[src/rtl/nts_pkg.sv]
// Shared constants, field record and helpers for the NTS header decoder.
// Used by nts_ip_decoder and nts_ip_csum16.
package nts_pkg;

    localparam logic [15:0] ETHERTYPE_IPV4     = 16'h0800;
    localparam logic [3:0]  IPV4_VERSION       = 4'd4;
    localparam logic [3:0]  IPV4_IHL           = 4'd5;
    localparam logic [15:0] IPV4_MIN_TOTAL_LEN = 16'd28;

    localparam logic [3:0] OP_ETHERTYPE      = 4'd0;
    localparam logic [3:0] OP_SRC_IP         = 4'd1;
    localparam logic [3:0] OP_DST_IP         = 4'd2;
    localparam logic [3:0] OP_LEN_IDENT      = 4'd3;
    localparam logic [3:0] OP_TTL_PROTO_CSUM = 4'd4;
    localparam logic [3:0] OP_UDP_PORTS      = 4'd5;
    localparam logic [3:0] OP_UDP_LEN_CSUM   = 4'd6;
    localparam logic [3:0] OP_WORD_COUNT     = 4'd7;
    localparam logic [3:0] OP_BYTE_COUNT     = 4'd8;
    localparam logic [3:0] OP_CSUM_SUM       = 4'd9;

    localparam logic [7:0] BV_1 = 8'h01;
    localparam logic [7:0] BV_2 = 8'h03;
    localparam logic [7:0] BV_3 = 8'h07;
    localparam logic [7:0] BV_4 = 8'h0f;
    localparam logic [7:0] BV_5 = 8'h1f;
    localparam logic [7:0] BV_6 = 8'h3f;
    localparam logic [7:0] BV_7 = 8'h7f;
    localparam logic [7:0] BV_8 = 8'hff;

    typedef struct packed {
        logic [15:0] ethertype;
        logic [7:0]  ver_ihl;
        logic [15:0] total_length;
        logic [15:0] ident;
        logic [7:0]  ttl;
        logic [7:0]  protocol;
        logic [15:0] ip_csum;
        logic [31:0] src_ip;
        logic [31:0] dst_ip;
        logic [15:0] udp_src;
        logic [15:0] udp_dst;
        logic [15:0] udp_len;
        logic [15:0] udp_csum;
    } ip_fields_t;

    // Malformed masks are treated as a full word.
    function automatic logic [3:0] valid_bytes(input logic [7:0] mask);
        case (mask)
            BV_1:    return 4'd1;
            BV_2:    return 4'd2;
            BV_3:    return 4'd3;
            BV_4:    return 4'd4;
            BV_5:    return 4'd5;
            BV_6:    return 4'd6;
            BV_7:    return 4'd7;
            default: return 4'd8;
        endcase
    endfunction

    // a+b never exceeds 0x1fffe, so folding the carry back cannot overflow again.
    function automatic logic [15:0] ones_add16(input logic [15:0] a, input logic [15:0] b);
        logic [16:0] s;
        s = {1'b0, a} + {1'b0, b};
        return s[15:0] + {15'd0, s[16]};
    endfunction

endpackage

[src/rtl/nts_ip_csum16.sv]
// Ones-complement 16-bit accumulator: folds up to four halfwords per cycle
// with end-around carry; o_sum_next exposes the value being written.
module nts_ip_csum16
    import nts_pkg::*;
(
    input  logic        i_clk,
    input  logic        i_areset,
    input  logic        i_clear,
    input  logic        i_add,
    input  logic [63:0] i_halfwords,
    output logic [15:0] o_sum,
    output logic [15:0] o_sum_next
);

    always_comb begin
        o_sum_next = o_sum;
        if (i_add) begin
            for (int k = 3; k >= 0; k--) begin
                o_sum_next = ones_add16(o_sum_next, i_halfwords[16*k +: 16]);
            end
        end
    end

    always_ff @(posedge i_clk or posedge i_areset) begin
        if (i_areset) begin
            o_sum <= '0;
        end else if (i_clear) begin
            o_sum <= '0;
        end else if (i_add) begin
            o_sum <= o_sum_next;
        end
    end

endmodule

[src/rtl/nts_ip_decoder.sv]
// Streaming Ethernet/IPv4/UDP header decoder with opcode read port.
// Define NTS_IP_CHECKSUM_EN to build the IPv4 header checksum check.
module nts_ip_decoder
    import nts_pkg::*;
#(
    parameter int ADDR_WIDTH = 10
) (
    input  logic        i_clk,
    input  logic        i_areset,
    input  logic        i_clear,
    input  logic        i_process,
    input  logic [7:0]  i_last_word_data_valid,
    input  logic [63:0] i_data,
    input  logic [3:0]  i_read_opcode,
    output logic        o_detect_ipv4,
    output logic        o_detect_ipv4_bad,
    output logic [31:0] o_read_data
);

    localparam logic [ADDR_WIDTH-1:0] W1 = ADDR_WIDTH'(1);
    localparam logic [ADDR_WIDTH-1:0] W2 = ADDR_WIDTH'(2);
    localparam logic [ADDR_WIDTH-1:0] W3 = ADDR_WIDTH'(3);
    localparam logic [ADDR_WIDTH-1:0] W4 = ADDR_WIDTH'(4);
    localparam logic [ADDR_WIDTH-1:0] W5 = ADDR_WIDTH'(5);

    logic [ADDR_WIDTH-1:0] word_count;
    logic [ADDR_WIDTH+3:0] byte_count;
    ip_fields_t            f;
    logic [15:0]           csum_sum;
    logic                  csum_ok;
    logic                  is_ipv4;
    logic                  hdr_bad;
    logic [31:0]           rd_mux;

`ifdef NTS_IP_CHECKSUM_EN
    logic        csum_add;
    logic [63:0] csum_words;
    logic [15:0] csum_next;

    // Header halfwords only: ver/IHL+TOS of word 1 through dst_ip low of word 4.
    always_comb begin
        csum_add   = 1'b0;
        csum_words = '0;
        if (i_process) begin
            case (word_count)
                W1: begin
                    csum_add   = 1'b1;
                    csum_words = {48'h0, i_data[15:0]};
                end
                W2, W3: begin
                    csum_add   = 1'b1;
                    csum_words = i_data;
                end
                W4: begin
                    csum_add   = 1'b1;
                    csum_words = {i_data[63:48], 48'h0};
                end
                default: ;
            endcase
        end
    end

    nts_ip_csum16 u_csum (
        .i_clk       (i_clk),
        .i_areset    (i_areset),
        .i_clear     (i_clear),
        .i_add       (csum_add),
        .i_halfwords (csum_words),
        .o_sum       (csum_sum),
        .o_sum_next  (csum_next)
    );

    assign csum_ok = (csum_next == 16'hffff);
`else
    assign csum_sum = 16'h0;
    assign csum_ok  = 1'b1;
`endif

    assign is_ipv4 = (f.ethertype == ETHERTYPE_IPV4);
    assign hdr_bad = (f.ver_ihl[7:4] != IPV4_VERSION) || (f.ver_ihl[3:0] != IPV4_IHL) ||
                     !csum_ok || (f.total_length < IPV4_MIN_TOTAL_LEN);

    always_comb begin
        rd_mux = '0;
        case (i_read_opcode)
            OP_ETHERTYPE:      rd_mux = {16'h0, f.ethertype};
            OP_SRC_IP:         rd_mux = f.src_ip;
            OP_DST_IP:         rd_mux = f.dst_ip;
            OP_LEN_IDENT:      rd_mux = {f.total_length, f.ident};
            OP_TTL_PROTO_CSUM: rd_mux = {f.ttl, f.protocol, f.ip_csum};
            OP_UDP_PORTS:      rd_mux = {f.udp_src, f.udp_dst};
            OP_UDP_LEN_CSUM:   rd_mux = {f.udp_len, f.udp_csum};
            OP_WORD_COUNT:     rd_mux = 32'(word_count);
            OP_BYTE_COUNT:     rd_mux = 32'(byte_count);
            OP_CSUM_SUM:       rd_mux = {16'h0, csum_sum};
            default:           rd_mux = '0;
        endcase
    end

    always_ff @(posedge i_clk or posedge i_areset) begin
        if (i_areset) begin
            word_count        <= '0;
            byte_count        <= '0;
            f                 <= '0;
            o_detect_ipv4     <= 1'b0;
            o_detect_ipv4_bad <= 1'b0;
            o_read_data       <= '0;
        end else if (i_clear) begin
            word_count        <= '0;
            byte_count        <= '0;
            f                 <= '0;
            o_detect_ipv4     <= 1'b0;
            o_detect_ipv4_bad <= 1'b0;
            o_read_data       <= '0;
        end else begin
            o_read_data <= rd_mux;
            if (i_process) begin
                if (word_count != '1) word_count <= word_count + 1'b1;
                byte_count <= {1'b0, word_count, 3'b000} +
                              {{ADDR_WIDTH{1'b0}}, valid_bytes(i_last_word_data_valid)};
                case (word_count)
                    W1: begin
                        f.ethertype <= i_data[31:16];
                        f.ver_ihl   <= i_data[15:8];
                    end
                    W2: begin
                        f.total_length <= i_data[63:48];
                        f.ident        <= i_data[47:32];
                        f.ttl          <= i_data[15:8];
                        f.protocol     <= i_data[7:0];
                    end
                    W3: begin
                        f.ip_csum       <= i_data[63:48];
                        f.src_ip        <= i_data[47:16];
                        f.dst_ip[31:16] <= i_data[15:0];
                    end
                    W4: begin
                        f.dst_ip[15:0]    <= i_data[63:48];
                        f.udp_src         <= i_data[47:32];
                        f.udp_dst         <= i_data[31:16];
                        f.udp_len         <= i_data[15:0];
                        o_detect_ipv4     <= is_ipv4;
                        o_detect_ipv4_bad <= is_ipv4 && hdr_bad;
                    end
                    W5: f.udp_csum <= i_data[63:48];
                    default: ;
                endcase
            end
        end
    end

endmodule

[config.mk]
export PLATFORM = sky130hd
export DESIGN_NAME = nts_ip_decoder
export DESIGN_NICKNAME = d
export VERILOG_FILES = /design/src/rtl/nts_pkg.sv /design/src/rtl/nts_ip_csum16.sv /design/src/rtl/nts_ip_decoder.sv
export SDC_FILE = /design/constraint.sdc
export NUM_CORES = 1
export LEC_CHECK = 0
export CAP_MARGIN = 20
export CORE_ASPECT_RATIO = 1.1
export CORE_MARGIN = 1
export CORE_UTILIZATION = 40
export CTS_BUF_LIST = sky130_fd_sc_hd__clkbuf_2
export DETAILED_ROUTE_END_ITERATION = 8
export DONT_BUFFER_PORTS = 1
export SYNTH_ARGS = -nofsm -noshare
export SYNTH_HDL_FRONTEND = slang
export SYNTH_HIERARCHICAL = 1
export SYNTH_SLANG_ARGS = --single-unit
[constraint.sdc]
create_clock -name i_clk -period 10.19 [get_ports i_clk]
set_input_delay 1.5285 -clock i_clk [delete_from_list [all_inputs] [get_ports i_clk]]
set_output_delay 1.5285 -clock i_clk [all_outputs]
set_load 0.05 [all_outputs]
==> results.md, run 1 <==
- Average wire per standard cell: 23.19 µm
- Critical path destination: o_read_data[8]
- Result of the run: finished, final reports clean
- Number of clock sinks: 274
- Final clock period utilization by the worst path: 0.3100
- Height of the chip: 189.9 µm
- Wire length of the first global-routing pass: 64,450 µm
- Width of the die: between 150 and 200 µm
- Total power per unit cell area: between 150 and 200 nW/µm²
- Critical R2R Launch: word_count[5]$_DFFE_PP0P_
- Main synth FF type: dfrtp_1
- Cell count after synthesis: 1,368
- Library cell with the highest instance count after synthesis: nand2_1
- Maximum clock frequency: 316.5 MHz
- Via total after detailed routing: between 10,000 and 15,000
- Number of buffers added by the clock tree synthesis step: 75
- Count of H-tree levels built during CTS: 3
- Number of distinct library cells after synthesis: 66
- Worst setup startpoint: o_read_data[8]$_DFF_PP0_
- Area of the mapped netlist: 12,840 µm²
- Final hold vios: 0
- Worst flop-to-flop path endpoint: f[76]$_DFFE_PP0P_
- CTS clk-pin slew, worst paths: around 100 ps
- Max Buffers Root-to-Sink: 3
- Antenna violations before repair: 3
- Shortest clock period the worst path allows after layout: 3159 ps
- Row count: slightly below 70
- Floorplan die area: 32,830 µm²
- Antenna Nets Post-Route: 0
- Data arrival time of the worst path: ~1600 ps
- Worst slew pin tran: 1032 ps
- Number of design rule violations left after detail routing: 0
- LEAKAGE: 0.005891 µW
- Pre-antenna DRT Iters: 8
- Maximum vdd drop: 62.48 µV
- Count of port buffers added during placement: 0
- Number of setup violations in the final report: 0
- Fill count: 3,154
- Root Buffer Master: clkbuf_2
- Post-synth net total: 1,454
- Average size of a mapped cell: roughly 9.4 µm²
- Class of the most critical setup path: register to primary output
- Number of gates on the worst path with buffers counted: 0
- Type of the worst min-delay path: register to register
- Skew-Pair Late Insertion Delay: 930 ps
- Hold-fix buffers, CTS: 0
- Number of slew-limit violations in the final report: 0
- Post-synth ARST share: 1.000
- Sequential fraction of the synthesis area: 0.5339
- Boundary Pins: 114
- Post-cts repair resize count: 0
- Library cell with the largest summed area after synthesis: dfrtp_1
- Maximum number of pins on one net before global-route repair: 244
- Unrepaired setup endpoints after global routing: false
- Worst rel slew slack: 0.3122
- Hpwl dp: around 27,000 µm
- End-of-flow core utilization: 0.4332
- CTS tree: yes
- Via count of the first global-routing pass: slightly above 10,000
- Synthesis-to-layout area growth: 6.186%
- Top cell types by occurrence after synthesis: nand2_1, dfrtp_1, a21oi_1
- Maximum fanout count along the critical path: 1
- Final wirelength: 42,390 µm
- Total grt overflow: 0
- Endpoint type of the worst setup path: primary output
- Fraction of layout instances using a drive strength above 1: 0.1103
- Initial cell density of the core: 0.4079
- Startpoint Class: register
- Power, Total: 2052 µW
- Area of the core: approximately 31,000 µm²
- Data required time at the worst endpoint: 8660 ps
- YS warnings: 6
- Maximum Capacitance Violations: 0
- Share of the synthesized area in the top cell type: 0.5339
- Synth top area cells: dfrtp_1, nand2_1, a21oi_1, mux2i_1, a22oi_1
- Summed negative setup slack over all endpoints: 0 ps
- Clock Skews: roughly 98 ps
- Number of DRC markers in iteration 0: 1,329
- Number of flops mapped to enable cells by yosys: 0
- RD Place Congestion: 0.8629
- Post-CTS Setup Inserts: 0
- FF+latch count, synth: 274
- Worst r2r path cells: 5
- Avg Vias per Cell: 5.835
- Total global routing track utilization: 0.2591
- Layout Nets: 1,437
- Setup slack on the worst flop-to-flop path: 7360 ps
## how the worst min path moves through the flow
stage / startpoint / end / slack (ps) / depth (start not counted)
after floorplan: f[192]$_DFFE_PP0P_ / f[192]$_DFFE_PP0P_ / 480 / 2
after CTS: f[125]$_DFFE_PP0P_ / f[125]$_DFFE_PP0P_ / 520 / 2
after global placement: f[194]$_DFFE_PP0P_ / f[194]$_DFFE_PP0P_ / 500 / 2
after detailed placement: f[194]$_DFFE_PP0P_ / f[194]$_DFFE_PP0P_ / 510 / 2
after global routing: f[101]$_DFFE_PP0P_ / f[101]$_DFFE_PP0P_ / 540 / 2
final: f[115]$_DFFE_PP0P_ / f[115]$_DFFE_PP0P_ / 530 / 2
## metrics by stage
step / hold slack [ps] / cell area (µm²) / instances / setup slack [ps]
after detailed placement: 511.3 / 12940 / 1694 / 6586
after global routing: 542.1 / 13640 / 1828 / 6954
after global placement: 501.4 / 12940 / 1694 / 6637
after floorplan: 480.3 / 12840 / 1368 / 1109
final: 525.5 / 13640 / 1828 / 7031
after CTS: 524.5 / 13630 / 1825 / 6989
## sequential cells by signal (all words and copies together), names as in the netlist
signal,count
o_read_data,32
word_count,10
byte_count,14
f,216
o_detect_ipv4,1
o_detect_ipv4_bad,1
## power by group
group | total [µW] | internal (µW) | switching (µW) | leakage [µW]
sequential | 1120 | 1100 | 21.2 | 0.00381
combinational | 110 | 33.3 | 77.2 | 0.00156
clock | 817 | 338 | 479 | 0.000524
## logic make-up (layout without fill, tap and decap cells)
| kind of cell | count (synthesis) | count (layout) | synth area share |
|---|---|---|---|
| fa+ha+maj | 6 | 6 | 0.005846 |
| buf+inv | 121 | 158 | 0.04998 |
| simple gates | 550 | 550 | 0.1856 |
| flops | 274 | 274 | 0.5339 |
| compound gates | 345 | 345 | 0.1692 |
| mux | 61 | 61 | 0.04793 |
| other cells | 0 | 3 | 0 |
| xor+xnor | 11 | 11 | 0.007502 |
## final cells by class
type | count | area, µm² | area share
antenna | 3 | 7.507 | 0.0005505
clock buffer | 110 | 550.5 | 0.04037
clock inverter | 21 | 137.6 | 0.01009
inverter | 10 | 45.04 | 0.003303
multi-input combinational | 973 | 5374 | 0.3941
sequential | 274 | 6857 | 0.5028
tap | 420 | 525.5 | 0.03854
timing repair buffer | 17 | 140.1 | 0.01028
## placed cells by master (no fill, tap or decap), types with 5 or more instances in the layout
cell and n:
nand2b_1 5, clkbuf_2 110, a22oi_1 41, a22o_1 22, xor2_1 7, o2bb2ai_1 5, a211oi_1 9, nor2b_1 8
a31oi_1 22, mux2i_1 57, nand3_1 13, nor4_1 8, dfrtp_1 274, nor3_1 9, a222oi_1 9, a21oi_1 192
o21ai_0 5, clkinv_1 15, or3_1 7, nand2_1 390, nor2_1 72, and3_1 6, buf_4 16, a221oi_1 13
ha_1 6, inv_1 8
## metal layers
layer  GRT usage  share of wire  routed length [µm]  up-vias
li1            -              -                   -     4763
met1      0.3380           0.41               17260     5267
met2      0.3925           0.45               18930      542
met3     0.09173           0.11                4721       94
met4      0.1038          0.035                1474        0
met5           0              0                   0        -
No activity file was read; power rests on OpenSTA's default activity.
==> run 2: changes to the inputs <==
==> constraint.sdc (replaced) <==
create_clock -name i_clk -period 3.3 [get_ports i_clk]
set_input_delay 0.495 -clock i_clk [delete_from_list [all_inputs] [get_ports i_clk]]
set_output_delay 0.495 -clock i_clk [all_outputs]
set_load 0.05 [all_outputs]
==> results.md, run 2 (synthesized netlist as in run 1, its figures left out) <==
- Worst Hold Launch: i_read_opcode[1] (was f[115]$_DFFE_PP0P_)
- Number of flip-flops under the largest register name: 216 (unchanged)
- Worst slew pin tran: 925.0 ps (was 1032 ps)
- Width of the die: 172.8 µm (unchanged)
- CTS clk-pin slew, worst paths: 120 ps (was 100 ps)
- Total power per unit cell area: 431.6 nW/µm² (was 150.5 nW/µm²)
- Wire length of the first global-routing pass: 70,680 µm (was 64,450 µm)
- Maximum fanout count along the critical path: 48 (was 1)
- Post-Route Hold Slack: 60.54 ps (was 525.5 ps)
- Total grt overflow: 0 (unchanged)
- Fraction of power consumed by combinational cells: 0.082 (was 0.054)
- Post-cts repair resize count: 0 (unchanged)
- Height of the chip: 189.9 µm (unchanged)
- LEAKAGE: 0.006691 µW (was 0.005891 µW)
- Hold-fix buffers, CTS: 136 (was 0)
- Via total after detailed routing: 11,500 (was 10,670)
- Final clock period utilization by the worst path: 0.8609
- RD Place Congestion: 0.8909 (was 0.8629)
- Antenna violations before repair: 3 (unchanged)
- Part of the power in registers: 0.530 (was 0.548)
- Max Buffers Root-to-Sink: 3 (unchanged)
- Root Buffer Master: clkbuf_2 (unchanged)
- Result of the run: finished, final reports clean (unchanged)
- Register containing the most flip-flops in the final layout: f (unchanged)
- Avg Vias per Cell: 5.822 (was 5.835)
- Type of the worst min-delay path: input pin to register (was register to register)
- Layout Nets: 1,586 (was 1,437)
- Class of the most critical setup path: register to register (was register to primary output)
- Boundary Pins: 114 (unchanged)
- Fill count: 3,024 (was 3,154)
- Relative contribution of the clock network to total power: 0.388 (was 0.398)
- Worst rel slew slack: 0.3833 (was 0.3122)
- Dpl cell area: 13,050 µm² (was 12,940 µm²)
- Maximum clock frequency: 352.0 MHz
- Worst setup startpoint: word_count[5]$_DFFE_PP0P_ (was o_read_data[8]$_DFF_PP0_)
- Maximum vdd drop: 180.7 µV (was 62.48 µV)
- Row count: 68 (unchanged)
- Final wirelength: 45,880 µm (was 42,390 µm)
- Hpwl dp: 27,640 µm (was 26,580 µm)
- Synthesis-to-layout area growth: 18.31% (was 6.186%)
- Area of the core: 31,480 µm² (unchanged)
- Leading cell type in the layout, fill and taps excluded: nand2_1 (unchanged)
- Initial cell density of the core: 0.4079 (unchanged)
- Data arrival time of the worst path: 3730 ps (was 1630 ps)
- Clock Skews: 95.73 ps (was 97.56 ps)
- Fraction of layout instances using a drive strength above 1: 0.1043 (was 0.1103)
- CTS tree: yes (unchanged)
- Critical R2R Launch: word_count[5]$_DFFE_PP0P_ (unchanged)
- Post-CTS Setup Inserts: 0 (unchanged)
- Antenna Nets Post-Route: 0 (unchanged)
- Proportion of total power due to net switching: 0.2936 (was 0.2814)
- Number of design rule violations left after detail routing: 0 (unchanged)
- Count of H-tree levels built during CTS: 3 (unchanged)
- Skew-Pair Late Insertion Delay: 950 ps (was 930 ps)
- Unrepaired setup endpoints after global routing: false (unchanged)
- Cell-internal power: 4632 µW (was 1474 µW)
- Number of clock sinks: 274 (unchanged)
- Number of DRC markers in iteration 0: 1,403 (was 1,329)
- Highest-count cells in the layout ignoring fill and taps: nand2_1, dfrtp_1, a21oi_1 (unchanged)
- Total global routing track utilization: 0.2834 (was 0.2591)
- Count of port buffers added during placement: 0 (unchanged)
- Startpoint Class: register (unchanged)
- Final hold vios: 0 (unchanged)
- Post-Layout Inst Area: 15,190 µm² (was 13,640 µm²)
- Floorplan die area: 32,830 µm² (unchanged)
- Endpoint type of the worst setup path: register (was primary output)
- Pre-antenna DRT Iters: 6 (was 8)
- Net Sw Power: 1925 µW (was 577.5 µW)
- Number of slew-limit violations in the final report: 0 (unchanged)
- Number of buffers added by the clock tree synthesis step: 75 (unchanged)
- Data required time at the worst endpoint: 4190 ps (was 8660 ps)
- Average wire per standard cell: 23.23 µm (was 23.19 µm)
- Shortest clock period the worst path allows after layout: 2841 ps
- Maximum number of pins on one net before global-route repair: 187 (was 244)
- Via count of the first global-routing pass: 11,230 (was 10,300)
- Maximum Capacitance Violations: 0 (unchanged)
- Biggest registers after layout: f (216), o_read_data (32), byte_count (14) (unchanged)
- Number of setup violations in the final report: 0 (unchanged)
run 2: metal layers:
| metal | global-route usage | vias to the layer above | routed length (µm) |
|---|---|---|---|
| met5 | 0 | - | 11 |
| met4 | 0.1365 | 2 | 1969 |
| met3 | 0.07994 | 106 | 4856 |
| met2 | 0.4229 | 622 | 20550 |
| met1 | 0.3795 | 5697 | 18490 |
| li1 | - | 5072 | - |
run 2: worst max-delay path, stage by stage, from the launching register on:
cell and delay (ps):
dfrtp_1 560, nor4b_4 570, and4b_2 290, buf_4 510, nand2_1 170, a21oi_1 160, dlygate4sd3_1 560
run 2: per-stage QoR:
| stage | setup slack, ps | util | setup TNS (ps) | cells | power (µW) |
|---|---|---|---|---|---|
| after floorplan | -818.4 | - | -224240 | 1368 | 3827 |
| after global placement | 1002 | 0.4144 | 0 | 1702 | 3886 |
| after detailed placement | 987.5 | 0.4144 | 0 | 1702 | 3891 |
| after CTS | 502.9 | 0.4803 | 0 | 1968 | 6591 |
| after global routing | 307.5 | 0.4826 | 0 | 1975 | 6869 |
| final | 459.1 | 0.4826 | 0 | 1975 | 6557 |
run 2: power by group through the flow:
stage / clock network, µW / logic, µW / registers (µW)
after floorplan: 0 / 318 / 3510
after global placement: 0 / 349 / 3540
after detailed placement: 0 / 353 / 3540
after CTS: 2590 / 526 / 3470
after global routing: 2810 / 581 / 3480
final: 2550 / 538 / 3470
run 2: layout make-up:
class	count	area [µm²]	share of cell area
Sequential cell	274	6857	0.4513
Antenna cell	2	5.005	0.0003294
Inverter	10	41.29	0.002718
Timing Repair Buffer	166	1697	0.1117
Multi-Input combinational cell	973	5371	0.3535
Tap cell	420	525.5	0.03459
Clock buffer	107	535.5	0.03525
Clock inverter	23	161.4	0.01062
run 2: final timing paths:
kind / slack (ps) / end / cells past startpoint
max reg2reg: 460 / f[190]$_DFFE_PP0P_ / 6
min in group asynchronous: 120 / f[70]$_DFFE_PP0P_ / 2
max: 460 / f[190]$_DFFE_PP0P_ / 6
min reg2reg: 530 / f[115]$_DFFE_PP0P_ / 2
max in group asynchronous: 2100 / f[44]$_DFFE_PP0P_ / 3
min: 60 / o_read_data[0]$_DFF_PP0_ / 3
==> run 3: changes to the inputs <==
--- a/config.mk
+++ b/config.mk
@@ -8,10 +8,11 @@
 export CAP_MARGIN = 20
 export CORE_ASPECT_RATIO = 1.1
 export CORE_MARGIN = 1
-export CORE_UTILIZATION = 40
+export CORE_UTILIZATION = 38
 export CTS_BUF_LIST = sky130_fd_sc_hd__clkbuf_2
 export DETAILED_ROUTE_END_ITERATION = 8
 export DONT_BUFFER_PORTS = 1
+export SLEW_MARGIN = 20
 export SYNTH_ARGS = -nofsm -noshare
 export SYNTH_HDL_FRONTEND = slang
 export SYNTH_HIERARCHICAL = 1
==> results.md, run 3 (synthesized netlist as in run 1, its figures left out) <==
- Relative contribution of the clock network to total power: 0.361 (was 0.388)
- Area of the core: 33,280 µm² (was 31,480 µm²)
- Pre-antenna DRT Iters: 6 (unchanged)
- Leading cell type in the layout, fill and taps excluded: nand2_1 (unchanged)
- Post-Route Hold Slack: 72.53 ps (was 60.54 ps)
- Total grt overflow: 0 (unchanged)
- Highest-delay cell along the critical path: and4b_2 (was nor4b_4)
- CTS tree: yes (unchanged)
- Placed cells: 1,714 (was 1,702)
- Wire length of the first global-routing pass: 69,990 µm (was 70,680 µm)
- Class of the most critical setup path: register to register (unchanged)
- Data required time at the worst endpoint: 4220 ps (was 4190 ps)
- Type of the worst min-delay path: input pin to register (unchanged)
- Startpoint Class: register (unchanged)
- Register containing the most flip-flops in the final layout: f (unchanged)
- Part of the power in registers: 0.554 (was 0.530)
- Fraction of layout instances using a drive strength above 1: 0.1009 (was 0.1043)
- Result of the run: finished, final reports clean (unchanged)
- Setup slack on the worst flop-to-flop path: 440 ps (was 460 ps)
- Count of non-filler cells in the finished layout: 1,962 (was 1,975)
- Boundary Pins: 114 (unchanged)
- Maximum fanout count along the critical path: 26 (was 48)
- Power, Total: 6268 µW (was 6557 µW)
- Worst setup slack after placement: 901.5 ps (was 987.5 ps)
- Floorplan die area: 34,540 µm² (was 32,830 µm²)
- Count of port buffers added during placement: 0 (unchanged)
- Worst setup margin: 438.3 ps (was 459.1 ps)
- Number of design rule violations left after detail routing: 0 (unchanged)
- Critical R2R Launch: word_count[5]$_DFFE_PP0P_ (unchanged)
- Max Buffers Root-to-Sink: 3 (unchanged)
- Data arrival time of the worst path: 3780 ps (was 3730 ps)
- Proportion of total power due to net switching: 0.2972 (was 0.2936)
- Width of the die: 177.3 µm (was 172.8 µm)
- Worst hold path stage count: 3 (unchanged)
- Average wire per standard cell: 23.43 µm (was 23.23 µm)
- Cell Chain, Critical Path: nor4b_4 > and4b_2 > buf_4 > nand2_1 > a21oi_1 > dlygate4sd3_1 (unchanged)
- LEAKAGE: 0.006572 µW (was 0.006691 µW)
- Count of H-tree levels built during CTS: 3 (unchanged)
- Fraction of power consumed by combinational cells: 0.086 (was 0.082)
- Unrepaired setup endpoints after global routing: false (unchanged)
- Worst r2r path cells: 6 (unchanged)
- Worst slew pin tran: 1196 ps (was 925.0 ps)
- CTS clk-pin slew, worst paths: 100 ps (was 120 ps)
- Initial cell density of the core: 0.3859 (was 0.4079)
- Final wirelength: 45,970 µm (was 45,880 µm)
- Via count of the first global-routing pass: 11,390 (was 11,230)
- Root Buffer Master: clkbuf_2 (unchanged)
- Post-cts repair resize count: 0 (unchanged)
- Post-CTS Setup Inserts: 0 (unchanged)
- Maximum vdd drop: 157.0 µV (was 180.7 µV)
- Number of DRC markers in iteration 0: 1,376 (was 1,403)
- Number of clock sinks: 274 (unchanged)
- Worst flop-to-flop path endpoint: f[175]$_DFFE_PP0P_ (was f[190]$_DFFE_PP0P_)
- Maximum clock frequency: 349.4 MHz (was 352.0 MHz)
- Hold-fix buffers, CTS: 131 (was 136)
- Antenna Nets Post-Route: 0 (unchanged)
- Maximum number of pins on one net before global-route repair: 190 (was 187)
- Final hold vios: 0 (unchanged)
- Antenna violations before repair: 4 (was 3)
- Biggest registers after layout: f (216), o_read_data (32), byte_count (14) (unchanged)
- Highest-count cells in the layout ignoring fill and taps: nand2_1, dfrtp_1, a21oi_1 (unchanged)
- Stage delay of the slowest cell on the critical path: 750 ps (was 570 ps)
- Buffering stage count on the worst path with inverters included: 2 (unchanged)
- Cell-internal power: 4405 µW (was 4632 µW)
- Skew-Pair Late Insertion Delay: 980 ps (was 950 ps)
- Synthesis-to-layout area growth: 16.54% (was 18.31%)
- RD Place Congestion: 0.8891 (was 0.8909)
- Number of setup violations in the final report: 0 (unchanged)
- Number of slew-limit violations in the final report: 0 (unchanged)
- Number of buffers added by the clock tree synthesis step: 71 (was 75)
- Shortest clock period the worst path allows after layout: 2862 ps (was 2841 ps)
- Total global routing track utilization: 0.2703 (was 0.2834)
- Largest delay share family, worst path: simple AND/OR/NAND/NOR gates (was buffers and inverters)
- Total power per unit cell area: 418.8 nW/µm² (was 431.6 nW/µm²)
- Worst Hold Launch: i_read_opcode[3] (was i_read_opcode[1])
- Worst rel slew slack: 0.1999 (was 0.3833)
- Net Sw Power: 1863 µW (was 1925 µW)
- Endpoint type of the worst setup path: register (unchanged)
- Via total after detailed routing: 11,460 (was 11,500)
- Clock Skews: 121.5 ps (was 95.73 ps)
- Maximum Capacitance Violations: 0 (unchanged)
- Hold-critical path endpoint: o_read_data[5]$_DFF_PP0_ (was o_read_data[0]$_DFF_PP0_)
- Final clock period utilization by the worst path: 0.8672 (was 0.8609)
- Number of flip-flops under the largest register name: 216 (unchanged)
- Layout Nets: 1,572 (was 1,586)
- Height of the chip: 194.8 µm (was 189.9 µm)
- Hpwl dp: 27,580 µm (was 27,640 µm)
- Avg Vias per Cell: 5.840 (was 5.822)
- Row count: 70 (was 68)
-- run 3: cell count changes in the layout (fill, tap and decap cells not counted), sizes merged --
cell	delta
clkinv	-8
clkbuf	-6
dlygate4sd3	-10
bufinv	-2
diode	+1
-- run 3: metrics by stage --
stage	instance area, µm²	util	TNS [ps]
floorplan	12850	-	-224240
global placement	13060	0.3924	0
detailed placement	13060	0.3924	0
CTS	14960	0.4496	0
global route	14960	0.4496	0
finish	14970	0.4497	0
-- run 3: worst min-delay path, delay by kind of cell --
family / cells / cell delay, ps
AOI/OAI and AO/OA: 2 / 250
and+or+nand+nor: 1 / 120
-- run 3: final cells by class --
class / count / area [µm²]
diodes: 3 / 7.507
flip-flops and latches: 274 / 6857
clock buffers: 101 / 505.5
fillers: 3310 / 18320
repair buffers: 156 / 1574
well taps: 432 / 540.5
multi-input cells: 973 / 5371
inverters: 10 / 41.29
clock inverters: 13 / 70.07
-- run 3: power by group through the flow --
stage	clock network, µW	registers, µW	logic [µW]
2_1_floorplan	0	3510	318
3_3_place_gp	0	3530	347
3_5_place_dp	0	3540	352
4_1_cts	2310	3470	531
5_1_grt	2460	3480	577
6_report	2260	3470	537
-- run 3: worst max-delay path by stage --
stage	start	endpoint	slack, ps	depth (start not counted)
floorplan	i_areset	byte_count[0]$_DFFE_PP0P_	-820	1
global route	word_count[5]$_DFFE_PP0P_	f[177]$_DFFE_PP0P_	270	6
finish	word_count[5]$_DFFE_PP0P_	f[175]$_DFFE_PP0P_	440	6
detailed placement	word_count[5]$_DFFE_PP0P_	f[191]$_DFFE_PP0P_	900	5
CTS	word_count[5]$_DFFE_PP0P_	f[175]$_DFFE_PP0P_	470	6
global placement	word_count[5]$_DFFE_PP0P_	f[144]$_DFFE_PP0P_	980	5
-- run 3: layer usage --
metal / global-route usage / wire [µm] / vias up / share of wire
met5: 0 / 0 / - / 0
met3: 0.07453 / 4529 / 148 / 0.099
met4: 0.1377 / 2184 / 0 / 0.048
met1: 0.3595 / 18650 / 5658 / 0.41
met2: 0.4013 / 20600 / 627 / 0.45
li1: - / - / 5025 / -
